$ cat src/rtl/alu_issue_ctrl_if.sv
// Handshake/bus bundle for alu_issue_ctrl: two requester ports, the ALU
// operand/result path, the response port and status outputs.
// slave = controller side, master = surrounding logic (issue, ALU, consumer).
interface alu_issue_ctrl_if #(
  parameter int WIDTH = 32,
  parameter int OPW   = 4
);
  logic             req0_valid;
  logic             req0_ready;
  logic [OPW-1:0]   req0_op;
  logic [WIDTH-1:0] req0_a;
  logic [WIDTH-1:0] req0_b;

  logic             req1_valid;
  logic             req1_ready;
  logic [OPW-1:0]   req1_op;
  logic [WIDTH-1:0] req1_a;
  logic [WIDTH-1:0] req1_b;

  logic [WIDTH-1:0] alu_acc;
  logic [WIDTH-1:0] alu_data;
  logic [OPW-1:0]   alu_opcode;
  logic [WIDTH-1:0] alu_result;

  logic             rsp_valid;
  logic             rsp_ready;
  logic             rsp_id;
  logic [WIDTH-1:0] rsp_result;

  logic             busy;
  logic [15:0]      stat_cnt0;
  logic [15:0]      stat_cnt1;

  modport slave (
    input  req0_valid, req0_op, req0_a, req0_b,
    input  req1_valid, req1_op, req1_a, req1_b,
    input  alu_result, rsp_ready,
    output req0_ready, req1_ready,
    output alu_acc, alu_data, alu_opcode,
    output rsp_valid, rsp_id, rsp_result,
    output busy, stat_cnt0, stat_cnt1
  );

  modport master (
    output req0_valid, req0_op, req0_a, req0_b,
    output req1_valid, req1_op, req1_a, req1_b,
    output alu_result, rsp_ready,
    input  req0_ready, req1_ready,
    input  alu_acc, alu_data, alu_opcode,
    input  rsp_valid, rsp_id, rsp_result,
    input  busy, stat_cnt0, stat_cnt1
  );
endinterface

$ cat src/rtl/alu_issue_ctrl.sv
// alu_issue_ctrl: round-robin issue of one operation at a time from two
// requesters to a shared accumulator ALU, waiting ALU_LAT cycles for the
// result and returning it over a valid/ready response port.
// Optional per-requester accept counters: define ALU_ISSUE_CTRL_STATS_EN.
module alu_issue_ctrl #(
  parameter int WIDTH   = 32,
  parameter int OPW     = 4,
  parameter int ALU_LAT = 1
) (
  input  logic            execlk,
  input  logic            rst_n,
  alu_issue_ctrl_if.slave bus
);

  typedef enum logic [1:0] {ST_IDLE, ST_WAIT, ST_RESP} state_t;

  state_t           state_q, state_d;
  logic             ptr_q, ptr_d;
  logic [3:0]       cnt_q, cnt_d;
  logic [WIDTH-1:0] acc_q, acc_d;
  logic [WIDTH-1:0] data_q, data_d;
  logic [OPW-1:0]   op_q, op_d;
  logic             rsp_valid_q, rsp_valid_d;
  logic             rsp_id_q, rsp_id_d;
  logic [WIDTH-1:0] result_q, result_d;

  logic             gnt_vld;
  logic             gnt_id;
  logic             rdy0;
  logic             rdy1;
  logic             accept;

  // Grant selection: a lone valid requester wins, otherwise the pointer decides
  always_comb begin
    gnt_vld = bus.req0_valid | bus.req1_valid;
    if (bus.req0_valid && bus.req1_valid) gnt_id = ptr_q;
    else                                  gnt_id = bus.req1_valid;
  end

  // Readies are gated by rst_n so nothing is accepted while reset is held
  assign rdy0   = rst_n & (state_q == ST_IDLE) & gnt_vld & ~gnt_id;
  assign rdy1   = rst_n & (state_q == ST_IDLE) & gnt_vld &  gnt_id;
  assign accept = rdy0 | rdy1;

  // Next-state and datapath updates for the IDLE/WAIT/RESP sequence
  always_comb begin
    state_d     = state_q;
    ptr_d       = ptr_q;
    cnt_d       = cnt_q;
    acc_d       = acc_q;
    data_d      = data_q;
    op_d        = op_q;
    rsp_valid_d = rsp_valid_q;
    rsp_id_d    = rsp_id_q;
    result_d    = result_q;
    case (state_q)
      ST_IDLE: begin
        if (accept) begin
          acc_d    = gnt_id ? bus.req1_a  : bus.req0_a;
          data_d   = gnt_id ? bus.req1_b  : bus.req0_b;
          op_d     = gnt_id ? bus.req1_op : bus.req0_op;
          rsp_id_d = gnt_id;
          ptr_d    = ~gnt_id;
          cnt_d    = 4'(ALU_LAT);
          state_d  = ST_WAIT;
        end
      end
      ST_WAIT: begin
        if (cnt_q == '0) begin
          result_d    = bus.alu_result;
          rsp_valid_d = 1'b1;
          state_d     = ST_RESP;
        end else begin
          cnt_d = cnt_q - 4'd1;
        end
      end
      ST_RESP: begin
        if (bus.rsp_ready) begin
          rsp_valid_d = 1'b0;
          state_d     = ST_IDLE;
        end
      end
      default: state_d = ST_IDLE;
    endcase
  end

  // State and datapath registers
  always_ff @(posedge execlk or negedge rst_n) begin
    if (!rst_n) begin
      state_q     <= ST_IDLE;
      ptr_q       <= 1'b0;
      cnt_q       <= '0;
      acc_q       <= '0;
      data_q      <= '0;
      op_q        <= '1;
      rsp_valid_q <= 1'b0;
      rsp_id_q    <= 1'b0;
      result_q    <= '0;
    end else begin
      state_q     <= state_d;
      ptr_q       <= ptr_d;
      cnt_q       <= cnt_d;
      acc_q       <= acc_d;
      data_q      <= data_d;
      op_q        <= op_d;
      rsp_valid_q <= rsp_valid_d;
      rsp_id_q    <= rsp_id_d;
      result_q    <= result_d;
    end
  end

  assign bus.req0_ready = rdy0;
  assign bus.req1_ready = rdy1;
  assign bus.alu_acc    = acc_q;
  assign bus.alu_data   = data_q;
  assign bus.alu_opcode = op_q;
  assign bus.rsp_valid  = rsp_valid_q;
  assign bus.rsp_id     = rsp_id_q;
  assign bus.rsp_result = result_q;
  assign bus.busy       = (state_q != ST_IDLE);

`ifdef ALU_ISSUE_CTRL_STATS_EN
  logic [15:0] stat0_q;
  logic [15:0] stat1_q;

  // Saturating per-requester accept counters
  always_ff @(posedge execlk or negedge rst_n) begin
    if (!rst_n) begin
      stat0_q <= '0;
      stat1_q <= '0;
    end else begin
      if (rdy0 && (stat0_q != '1)) stat0_q <= stat0_q + 16'd1;
      if (rdy1 && (stat1_q != '1)) stat1_q <= stat1_q + 16'd1;
    end
  end

  assign bus.stat_cnt0 = stat0_q;
  assign bus.stat_cnt1 = stat1_q;
`else
  assign bus.stat_cnt0 = '0;
  assign bus.stat_cnt1 = '0;
`endif

endmodule

$ cat src/flat_wrapper.sv
// flat-port wrapper written by rule: the top's interface ports become plain ports
module alu_issue_ctrl_flat 
#(
  parameter int WIDTH   = 32,
  parameter int OPW     = 4,
  parameter int ALU_LAT = 1
)
  (execlk, rst_n, bus_req0_valid, bus_req0_op, bus_req0_a, bus_req0_b, bus_req1_valid, bus_req1_op, bus_req1_a, bus_req1_b, bus_alu_result, bus_rsp_ready, bus_req0_ready, bus_req1_ready, bus_alu_acc, bus_alu_data, bus_alu_opcode, bus_rsp_valid, bus_rsp_id, bus_rsp_result, bus_busy, bus_stat_cnt0, bus_stat_cnt1);
  alu_issue_ctrl_if #(.WIDTH(WIDTH), .OPW(OPW)) bus_i ();
  input  logic execlk;
  input  logic rst_n;
  input wire logic [$bits(bus_i.req0_valid)-1:0] bus_req0_valid;
  input wire logic [$bits(bus_i.req0_op)-1:0] bus_req0_op;
  input wire logic [$bits(bus_i.req0_a)-1:0] bus_req0_a;
  input wire logic [$bits(bus_i.req0_b)-1:0] bus_req0_b;
  input wire logic [$bits(bus_i.req1_valid)-1:0] bus_req1_valid;
  input wire logic [$bits(bus_i.req1_op)-1:0] bus_req1_op;
  input wire logic [$bits(bus_i.req1_a)-1:0] bus_req1_a;
  input wire logic [$bits(bus_i.req1_b)-1:0] bus_req1_b;
  input wire logic [$bits(bus_i.alu_result)-1:0] bus_alu_result;
  input wire logic [$bits(bus_i.rsp_ready)-1:0] bus_rsp_ready;
  output wire logic [$bits(bus_i.req0_ready)-1:0] bus_req0_ready;
  output wire logic [$bits(bus_i.req1_ready)-1:0] bus_req1_ready;
  output wire logic [$bits(bus_i.alu_acc)-1:0] bus_alu_acc;
  output wire logic [$bits(bus_i.alu_data)-1:0] bus_alu_data;
  output wire logic [$bits(bus_i.alu_opcode)-1:0] bus_alu_opcode;
  output wire logic [$bits(bus_i.rsp_valid)-1:0] bus_rsp_valid;
  output wire logic [$bits(bus_i.rsp_id)-1:0] bus_rsp_id;
  output wire logic [$bits(bus_i.rsp_result)-1:0] bus_rsp_result;
  output wire logic [$bits(bus_i.busy)-1:0] bus_busy;
  output wire logic [$bits(bus_i.stat_cnt0)-1:0] bus_stat_cnt0;
  output wire logic [$bits(bus_i.stat_cnt1)-1:0] bus_stat_cnt1;
  assign bus_i.req0_valid = bus_req0_valid;
  assign bus_i.req0_op = bus_req0_op;
  assign bus_i.req0_a = bus_req0_a;
  assign bus_i.req0_b = bus_req0_b;
  assign bus_i.req1_valid = bus_req1_valid;
  assign bus_i.req1_op = bus_req1_op;
  assign bus_i.req1_a = bus_req1_a;
  assign bus_i.req1_b = bus_req1_b;
  assign bus_i.alu_result = bus_alu_result;
  assign bus_i.rsp_ready = bus_rsp_ready;
  assign bus_req0_ready = bus_i.req0_ready;
  assign bus_req1_ready = bus_i.req1_ready;
  assign bus_alu_acc = bus_i.alu_acc;
  assign bus_alu_data = bus_i.alu_data;
  assign bus_alu_opcode = bus_i.alu_opcode;
  assign bus_rsp_valid = bus_i.rsp_valid;
  assign bus_rsp_id = bus_i.rsp_id;
  assign bus_rsp_result = bus_i.rsp_result;
  assign bus_busy = bus_i.busy;
  assign bus_stat_cnt0 = bus_i.stat_cnt0;
  assign bus_stat_cnt1 = bus_i.stat_cnt1;
  alu_issue_ctrl #(.WIDTH(WIDTH), .OPW(OPW), .ALU_LAT(ALU_LAT)) u_core (.execlk(execlk), .rst_n(rst_n), .bus(bus_i));
endmodule
$ cat config.mk
export PLATFORM = sky130hd
export DESIGN_NAME = alu_issue_ctrl_flat
export DESIGN_NICKNAME = d
export VERILOG_FILES = /design/src/rtl/alu_issue_ctrl_if.sv /design/src/rtl/alu_issue_ctrl.sv /design/src/flat_wrapper.sv
export SDC_FILE = /design/constraint.sdc
export NUM_CORES = 1
export LEC_CHECK = 0
export CAP_MARGIN = 25
export CORE_MARGIN = 2
export CORE_UTILIZATION = 38
export DETAILED_ROUTE_END_ITERATION = 10
export PLACE_DENSITY = 0.82
export SYNTH_ARGS = -nofsm -noshare
export SYNTH_HDL_FRONTEND = slang
export SYNTH_SLANG_ARGS = --single-unit
$ cat constraint.sdc
create_clock -name execlk -period 2.6 [get_ports execlk]
set_input_delay 0.26 -clock execlk [delete_from_list [all_inputs] [get_ports execlk]]
set_output_delay 0.26 -clock execlk [all_outputs]
set_load 0.03 [all_outputs]
==> metrics.log, run 1 <==
INFO  metric worst_r2r_startpoint = u_core.cnt_q[0]
INFO  metric std_cell_rows = 42
INFO  metric yosys_most_used_dff = sky130_fd_sc_hd__dfrtp_1
INFO  metric port_buffers = 277
INFO  metric largest_net_degree_at_the_start_of_global_routing = 61
INFO  metric number_of_non_filler_instances_in_the_completed_layout = 825
INFO  metric final.setup.tns = 0 ps
INFO  metric initial_antenna_violation_count = 0
INFO  metric clk_latency = approximately 350 ps
INFO  metric worst_ep_arrival_time = approximately 2200 ps
INFO  metric yosys.area.top_type_share = 0.5195
INFO  metric irDropWorstVdd = 0.6944 mV
INFO  metric cp-start-kind = flip-flop
INFO  metric core = 13,140 sq um
INFO  metric critical_path_peak_fanout = 39
INFO  metric maxClockFrequency = just over 400 MHz
INFO  metric clock_net_sink_count = roughly 110
INFO  metric post_synth_num_cell_types = 34
INFO  metric post_route_cells_drive_above_1_share = 0.1017
INFO  metric result_of_the_run = finished, final reports clean
INFO  metric die_area = 14,250 sq um
INFO  metric place_worst_setup_slack = 458.8 ps
INFO  metric yosys.area.top_type = sky130_fd_sc_hd__dfrtp_1
INFO  metric wl_per_cell = 18.83 microns
INFO  metric static-leakage-power = 0.003479 uW
INFO  metric total_power = about 10,000 uW
INFO  metric finalWorstPathRequiredPeriod = about 2500 ps
INFO  metric crit_required = 2340 ps
INFO  metric synth_top_cells_by_area = sky130_fd_sc_hd__dfrtp_1 52%, sky130_fd_sc_hd__a221o_1 13%, sky130_fd_sc_hd__a21boi_0 10%, sky130_fd_sc_hd__mux2_4 8.0%, sky130_fd_sc_hd__buf_4 4.8%
INFO  metric ios = 310
INFO  metric final-setup-viol-count = 0
INFO  metric clock_tree.root_cell = sky130_fd_sc_hd__clkbuf_16
INFO  metric max_slew_margin = 0.4991
INFO  metric detail_route.iter0.violations = 197
INFO  metric nets = 818
INFO  metric h-tree-depth = 3
INFO  metric post_cts_buffers = 0
INFO  metric setup.worst_path.end_class = output pin
INFO  metric worst_pin_slew = between 700 and 800 ps
INFO  metric place.gp.congestion = ~0.8
INFO  metric syn_avg_cell_area = 13.17 sq um
INFO  metric starting_density_of_the_core = 0.3850
INFO  metric clk_pin_slew = 70 ps
INFO  metric worstSetupEndpoint = bus_req0_ready
INFO  metric wl = approximately 16 mm
INFO  metric synth_async_sr_flop_share = 1.000
INFO  metric hpwl = 11.34 mm
INFO  metric netlist_area = 5057 sq um
INFO  metric cts_inserted_buffers = 9
INFO  metric layout.cells.most_common_list = 274 x sky130_fd_sc_hd__clkdlybuf4s50_1, 105 x sky130_fd_sc_hd__dfrtp_1, 68 x sky130_fd_sc_hd__a21boi_0, 68 x sky130_fd_sc_hd__a221o_1, 32 x sky130_fd_sc_hd__conb_1
INFO  metric first_global_vias = 4,534
INFO  metric grtUsageTotal = 0.2144
INFO  metric drt_pass1_iterations = 4
INFO  metric netlist_instances = 384
INFO  metric yosys_warnings = 0
INFO  metric postCtsHoldBufs = 0
INFO  metric overflow = 0
INFO  metric timing.hold.worst.class = in -> async
INFO  metric max_cap_viol_count = 0
INFO  metric r2r.worst_path.cells = 5
INFO  metric worst-r2r-setup-slack = 430 ps
INFO  metric seq_area_frac_synth = 0.5403
INFO  metric placedCellCount = 809
INFO  metric cts.path.max_buffers = 2
INFO  metric route.antenna.remaining_nets = 0
INFO  metric number_of_max_slew_violations_in_the_final_report = 0
INFO  metric most_common_library_cell_in_the_layout_ignoring_fill_and_taps = sky130_fd_sc_hd__clkdlybuf4s50_1
INFO  metric setup.worst_path.start = u_core.state_q[0]
INFO  metric antennaDiodeCount = 0
INFO  metric die_h = 119.4 microns
INFO  metric setup.worst_path.class = reg -> out
INFO  metric flip_flop_and_latch_count_after_synthesis = 109
INFO  metric synth-edff-count = 0
INFO  metric width_of_the_die = 119.4 microns
INFO  metric first_pass_grt_wire_length = 24.12 mm
INFO  metric cts_resized = 0
INFO  metric layout-area-overhead-vs-synth = 60.74%
INFO  metric dr_total_vias = 4,315
INFO  metric postLayoutSetupSlackWorst = 140.6 ps
INFO  metric worst_clock_skew = approximately 5.5 ps
INFO  metric power-per-cell-area = 1254 nW/um^2
INFO  metric tritoncts = done
INFO  metric critical_path.reg2reg.endpoint = u_core.bus.rsp_result[2]
INFO  metric detail_route.vias_per_cell = around 5.2
INFO  metric timing_hold_violations_final = 0
INFO  metric rsz0062_at_grt = no
INFO  metric timing.final.crit_share = 0.9459
INFO  metric post-route-drc-count = 0
==> cells in the mapped netlist, types with 4 or more instances <==
| cell | instances |
|---|---|
| sky130_fd_sc_hd__a21boi_0 | 68 |
| sky130_fd_sc_hd__a221o_1 | 68 |
| sky130_fd_sc_hd__buf_2 | 22 |
| sky130_fd_sc_hd__buf_4 | 32 |
| sky130_fd_sc_hd__buf_6 | 4 |
| sky130_fd_sc_hd__clkbuf_1 | 10 |
| sky130_fd_sc_hd__dfrtp_1 | 105 |
| sky130_fd_sc_hd__dfstp_2 | 4 |
| sky130_fd_sc_hd__inv_1 | 4 |
| sky130_fd_sc_hd__mux2_1 | 5 |
| sky130_fd_sc_hd__mux2_4 | 27 |
| sky130_fd_sc_hd__nand2_1 | 5 |
| sky130_fd_sc_hd__nor2_1 | 4 |
==> per-stage QoR <==
step           utilization  hold WS [ps]  instance area, sq um
2_1_floorplan            -        -35.59                  5174
3_3_place_gp        0.5948         452.8                  7814
3_5_place_dp        0.5948         458.5                  7814
4_1_cts             0.6188         80.71                  8129
5_1_grt             0.6188         84.73                  8129
6_report            0.6188         49.03                  8129
==> final cells by class <==
cell class / instances / area (sq um)
fillers: 1013 / 5009
clock inverters: 7 / 90.09
inverters: 4 / 15.01
multi-input cells: 234 / 2001
repair buffers: 286 / 2845
clock buffers: 9 / 225.2
well taps: 176 / 220.2
flip-flops and latches: 109 / 2733
==> per-layer routing <==
layer	vias up	global-route usage	part of all wire
met2	239	0.3567	0.49
li1	1919	-	-
met5	-	0	0
met3	30	0.06561	0.085
met1	2127	0.2582	0.40
met4	0	0.09044	0.026
==> cell families after synthesis <==
kind of cell,Yosys count,synth area share
buf+inv,72,0.08857
simple gates,22,0.02523
other cells,1,0.0007415
fa+ha+maj,1,0.002474
mux,32,0.09129
flops,109,0.5403
compound gates,147,0.2514
==> worst min-delay path by stage <==
| stage | startpoint | to | slack, ps |
|---|---|---|---|
| after floorplan | rst_n | u_core.bus.alu_acc[0] | -40 |
| after global routing | rst_n | u_core.bus.alu_data[0] | 80 |
| final | rst_n | u_core.bus.alu_data[0] | 50 |
| after global placement | rst_n | u_core.bus.alu_acc[24] | 450 |
| after detailed placement | rst_n | u_core.bus.alu_acc[24] | 460 |
| after CTS | rst_n | u_core.bus.alu_data[0] | 80 |
==> sequential cells by signal, indices dropped and copies added, names as in the netlist <==
signal / flops
u_core.bus.alu_acc: 32
u_core.bus.alu_data: 32
u_core.bus.rsp_result: 32
u_core.bus.alu_opcode: 4
u_core.cnt_q: 4
u_core.state_q: 2
u_core.bus.rsp_id: 1
u_core.bus.rsp_valid: 1
u_core.ptr_q: 1
==> critical path, cell delays in order (launching register included) <==
cell,delay [ps]
sky130_fd_sc_hd__dfrtp_1,420
sky130_fd_sc_hd__nor3b_2,250
sky130_fd_sc_hd__buf_4,380
sky130_fd_sc_hd__and3_2,260
sky130_fd_sc_hd__buf_4,310
sky130_fd_sc_hd__buf_4,240
==> power breakdown <==
| group | total [uW] | leakage, uW | internal (uW) | switching [uW] |
|---|---|---|---|---|
| clock network | 1470 | 0.000151 | 840 | 628 |
| registers | 3040 | 0.00132 | 2540 | 501 |
| logic | 5690 | 0.00201 | 2720 | 2970 |
Power figures use the tool's default switching activity.
==> inputs of run 2 (changes only) <==
--- a/config.mk
+++ b/config.mk
@@ -5,10 +5,13 @@
 export SDC_FILE = /design/constraint.sdc
 export NUM_CORES = 1
 export LEC_CHECK = 0
+export ABC_CLOCK_PERIOD_IN_PS = 2600
 export CAP_MARGIN = 25
+export CORE_ASPECT_RATIO = 0.6
 export CORE_MARGIN = 2
 export CORE_UTILIZATION = 38
 export DETAILED_ROUTE_END_ITERATION = 10
+export GPL_TIMING_DRIVEN = 0
 export PLACE_DENSITY = 0.82
 export SYNTH_ARGS = -nofsm -noshare
 export SYNTH_HDL_FRONTEND = slang
==> run 2 against run 1 <==
Compared with the run above:
- critical path depth decreased by 1
- critical path type unchanged
- highest routed layer unchanged
- critical endpoint is now bus_req1_ready
- clock power is 11% lower
- largest power group unchanged
- worst hold slack better by 440 ps
- count of clock-buffer cells in the layout up 1
- sequential power about the same
- global-route usage up 2.9 points
- sequential share of layout area is 1.8 points lower
- cell area up 5.6%
==> metrics.log, run 2 (synthesis results as in run 1) <==
INFO  metric crit_required = 2340 ps (about the same)
INFO  metric critical_path.reg2reg.endpoint = u_core.bus.rsp_result[12] (was u_core.bus.rsp_result[2])
INFO  metric finalWorstPathRequiredPeriod = 2328 ps (was 2459 ps)
INFO  metric antennaDiodeCount = 0 (unchanged)
INFO  metric overflow = 0 (unchanged)
INFO  metric place_worst_setup_slack = -953.6 ps (was 458.8 ps)
INFO  metric final-setup-viol-count = 0 (unchanged)
INFO  metric worst_r2r_startpoint = u_core.cnt_q[0] (unchanged)
INFO  metric wirelength_met1 = 7.313 mm (was 6.205 mm)
INFO  metric power-per-cell-area = 1196 nW/um^2 (was 1254 nW/um^2)
INFO  metric maxClockFrequency = 429.6 MHz (was 406.6 MHz)
INFO  metric layout.core_utilization = 0.6637 (was 0.6188)
INFO  metric setup.worst_path.end_class = output pin (unchanged)
INFO  metric die_area = 14,280 sq um (was 14,250 sq um)
INFO  metric cts_inserted_buffers = 9 (unchanged)
INFO  metric number_of_non_filler_instances_in_the_completed_layout = 884 (was 825)
INFO  metric first_pass_grt_wire_length = 26.91 mm (was 24.12 mm)
INFO  metric first_global_vias = 4,804 (was 4,534)
INFO  metric h-tree-depth = 3 (unchanged)
INFO  metric port_buffers = 277 (unchanged)
INFO  metric worst_ep_arrival_time = 2070 ps (was 2200 ps)
INFO  metric clk_pin_slew = 70 ps (about the same)
INFO  metric wl_per_cell = 19.70 microns (was 18.83 microns)
INFO  metric setup.worst_path.class = reg -> out (unchanged)
INFO  metric layout.cells.most_common_list = 274 x sky130_fd_sc_hd__clkdlybuf4s50_1, 105 x sky130_fd_sc_hd__dfrtp_1, 68 x sky130_fd_sc_hd__a21boi_0, 68 x sky130_fd_sc_hd__a221o_1 (was 274 x sky130_fd_sc_hd__clkdlybuf4s50_1, 105 x sky130_fd_sc_hd__dfrtp_1, 68 x sky130_fd_sc_hd__a21boi_0, 68 x sky130_fd_sc_hd__a221o_1, 32 x sky130_fd_sc_hd__conb_1)
INFO  metric place.gp.congestion = 0.8872 (was 0.7993)
INFO  metric worst-r2r-setup-slack = 580 ps (was 430 ps)
INFO  metric initial_antenna_violation_count = 0 (unchanged)
INFO  metric postLayoutSetupSlackWorst = 272.3 ps (was 140.6 ps)
INFO  metric result_of_the_run = finished, final reports clean (unchanged)
INFO  metric tritoncts = done (unchanged)
INFO  metric dr_wl_met2 = 8.636 mm (was 7.607 mm)
INFO  metric largest_net_degree_at_the_start_of_global_routing = 64 (was 61)
INFO  metric std_cell_rows = 32 (was 42)
INFO  metric cp-start-kind = flip-flop (unchanged)
INFO  metric static-leakage-power = 0.003811 uW (was 0.003479 uW)
INFO  metric dr_total_vias = 4,471 (was 4,315)
INFO  metric worst_clock_skew = 10.59 ps (was 5.544 ps)
INFO  metric post_route_cells_drive_above_1_share = 0.1611 (was 0.1017)
INFO  metric setup.worst_path.start = u_core.state_q[0] (unchanged)
INFO  metric dpl_cell_area = 8184 sq um (was 7814 sq um)
INFO  metric detail_route.vias_per_cell = 5.058 (was 5.230)
INFO  metric worst_pin_slew = 536.3 ps (was 751.4 ps)
INFO  metric most_common_library_cell_in_the_layout_ignoring_fill_and_taps = sky130_fd_sc_hd__clkdlybuf4s50_1 (unchanged)
INFO  metric width_of_the_die = 152.9 microns (was 119.4 microns)
INFO  metric wl = 17.42 mm (was 15.54 mm)
INFO  metric cts.path.max_buffers = 2 (unchanged)
INFO  metric drt_pass1_iterations = 4 (unchanged)
INFO  metric route.antenna.remaining_nets = 0 (unchanged)
INFO  metric met3WireLength = 1.299 mm (was 1.322 mm)
INFO  metric max_cap_viol_count = 0 (unchanged)
INFO  metric timing.final.crit_share = 0.8953 (was 0.9459)
INFO  metric clock_tree.root_cell = sky130_fd_sc_hd__clkbuf_16 (unchanged)
INFO  metric detail_route.iter0.violations = 189 (was 197)
INFO  metric post-route-drc-count = 0 (unchanged)
INFO  metric die_h = 93.36 microns (was 119.4 microns)
INFO  metric r2r.worst_path.cells = 7 (was 5)
INFO  metric final.setup.tns = 0 ps (unchanged)
INFO  metric placedCellCount = 863 (was 809)
INFO  metric postLayoutCellArea = 8583 sq um (was 8129 sq um)
INFO  metric clock_net_sink_count = 109 (unchanged)
INFO  metric critical_path_peak_fanout = 10 (was 39)
INFO  metric ios = 310 (unchanged)
INFO  metric timing.hold.worst.class = in -> async (unchanged)
INFO  metric irDropWorstVdd = 0.5916 mV (was 0.6944 mV)
INFO  metric nets = 883 (was 818)
INFO  metric starting_density_of_the_core = 0.3911 (was 0.3850)
INFO  metric hpwl = 13.08 mm (was 11.34 mm)
INFO  metric core = 12,930 sq um (was 13,140 sq um)
INFO  metric number_of_max_slew_violations_in_the_final_report = 0 (unchanged)
INFO  metric clk_latency = 350 ps (about the same)
INFO  metric layout-area-overhead-vs-synth = 69.72% (was 60.74%)
INFO  metric rsz0062_at_grt = no (unchanged)
INFO  metric grtUsageTotal = 0.2431 (was 0.2144)
INFO  metric timing_hold_violations_final = 0 (unchanged)
INFO  metric filler_cell_count = 968 (was 1,013)
INFO  metric highest-signal-layer = met4 (unchanged)
INFO  metric max_slew_margin = 0.6425 (was 0.4991)
INFO  metric post_cts_buffers = 0 (unchanged)
run 2: cell count changes in the layout (fill, tap and decap cells not counted), sizes merged:
cell,change
buf,+51
clkbuf,+9
dlygate4sd3,+4
inv,+3
bufinv,-2
clkinvlp,-2
dlygate4sd2,+2
run 2: worst max-delay path: stages (launching register included):
cell	delay, ps
sky130_fd_sc_hd__dfrtp_1	430
sky130_fd_sc_hd__nor3b_2	260
sky130_fd_sc_hd__and3_2	330
sky130_fd_sc_hd__buf_2	260
sky130_fd_sc_hd__dlygate4sd2_1	440
run 2: how the worst max path moves through the flow:
stage | to | slack (ps) | cells past startpoint
after floorplan | u_core.bus.rsp_result[10] | 740 | 7
after global placement | bus_req1_ready | -4040 | 6
after detailed placement | bus_req0_ready | -950 | 7
after CTS | bus_req0_ready | 250 | 4
after global routing | bus_req0_ready | 180 | 4
final | bus_req1_ready | 270 | 4
run 2: final cells by class:
| class | instances | area, sq um | area share |
|---|---|---|---|
| timing repair buffer | 285 | 2923 | 0.3405 |
| multi-input combinational | 234 | 2001 | 0.2331 |
| clock inverter | 6 | 45.04 | 0.005248 |
| sequential | 109 | 2733 | 0.3184 |
| inverter | 4 | 15.01 | 0.001749 |
| buffer | 66 | 425.4 | 0.04956 |
| clock buffer | 10 | 229.0 | 0.02668 |
| tap | 170 | 212.7 | 0.02478 |
run 2: report_power, final:
group          total [uW]  internal [uW]  leakage [uW]  switching (uW)
Combinational        5930           2830       0.00235            3100
Clock                1310            661      0.000138             647
Sequential           3030           2540       0.00132             489
Total               10300           6040       0.00381            4230
run 2: what timing repair did:
item / 4_1_cts / 5_1_grt
setup endpoints to repair: 2 / 0
hold endpoints to repair: 63 / 0
hold buffers: 7 / 0
gates resized for setup: 8 / 0
run 2: layer usage:
metal / vias up / track usage
li1: 2050 / -
met1: 2227 / 0.3137
met2: 182 / 0.4111
met3: 12 / 0.07275
met4: 0 / 0.04861
met5: - / 0
run 2: through the flow:
step / power, uW / hold WS [ps]
final: 10270 / 488.3
after global placement: 8755 / 476.3
after detailed placement: 8929 / 436.4
after CTS: 10310 / 497.3
after global routing: 10790 / 471.5
after floorplan: 6479 / -35.59
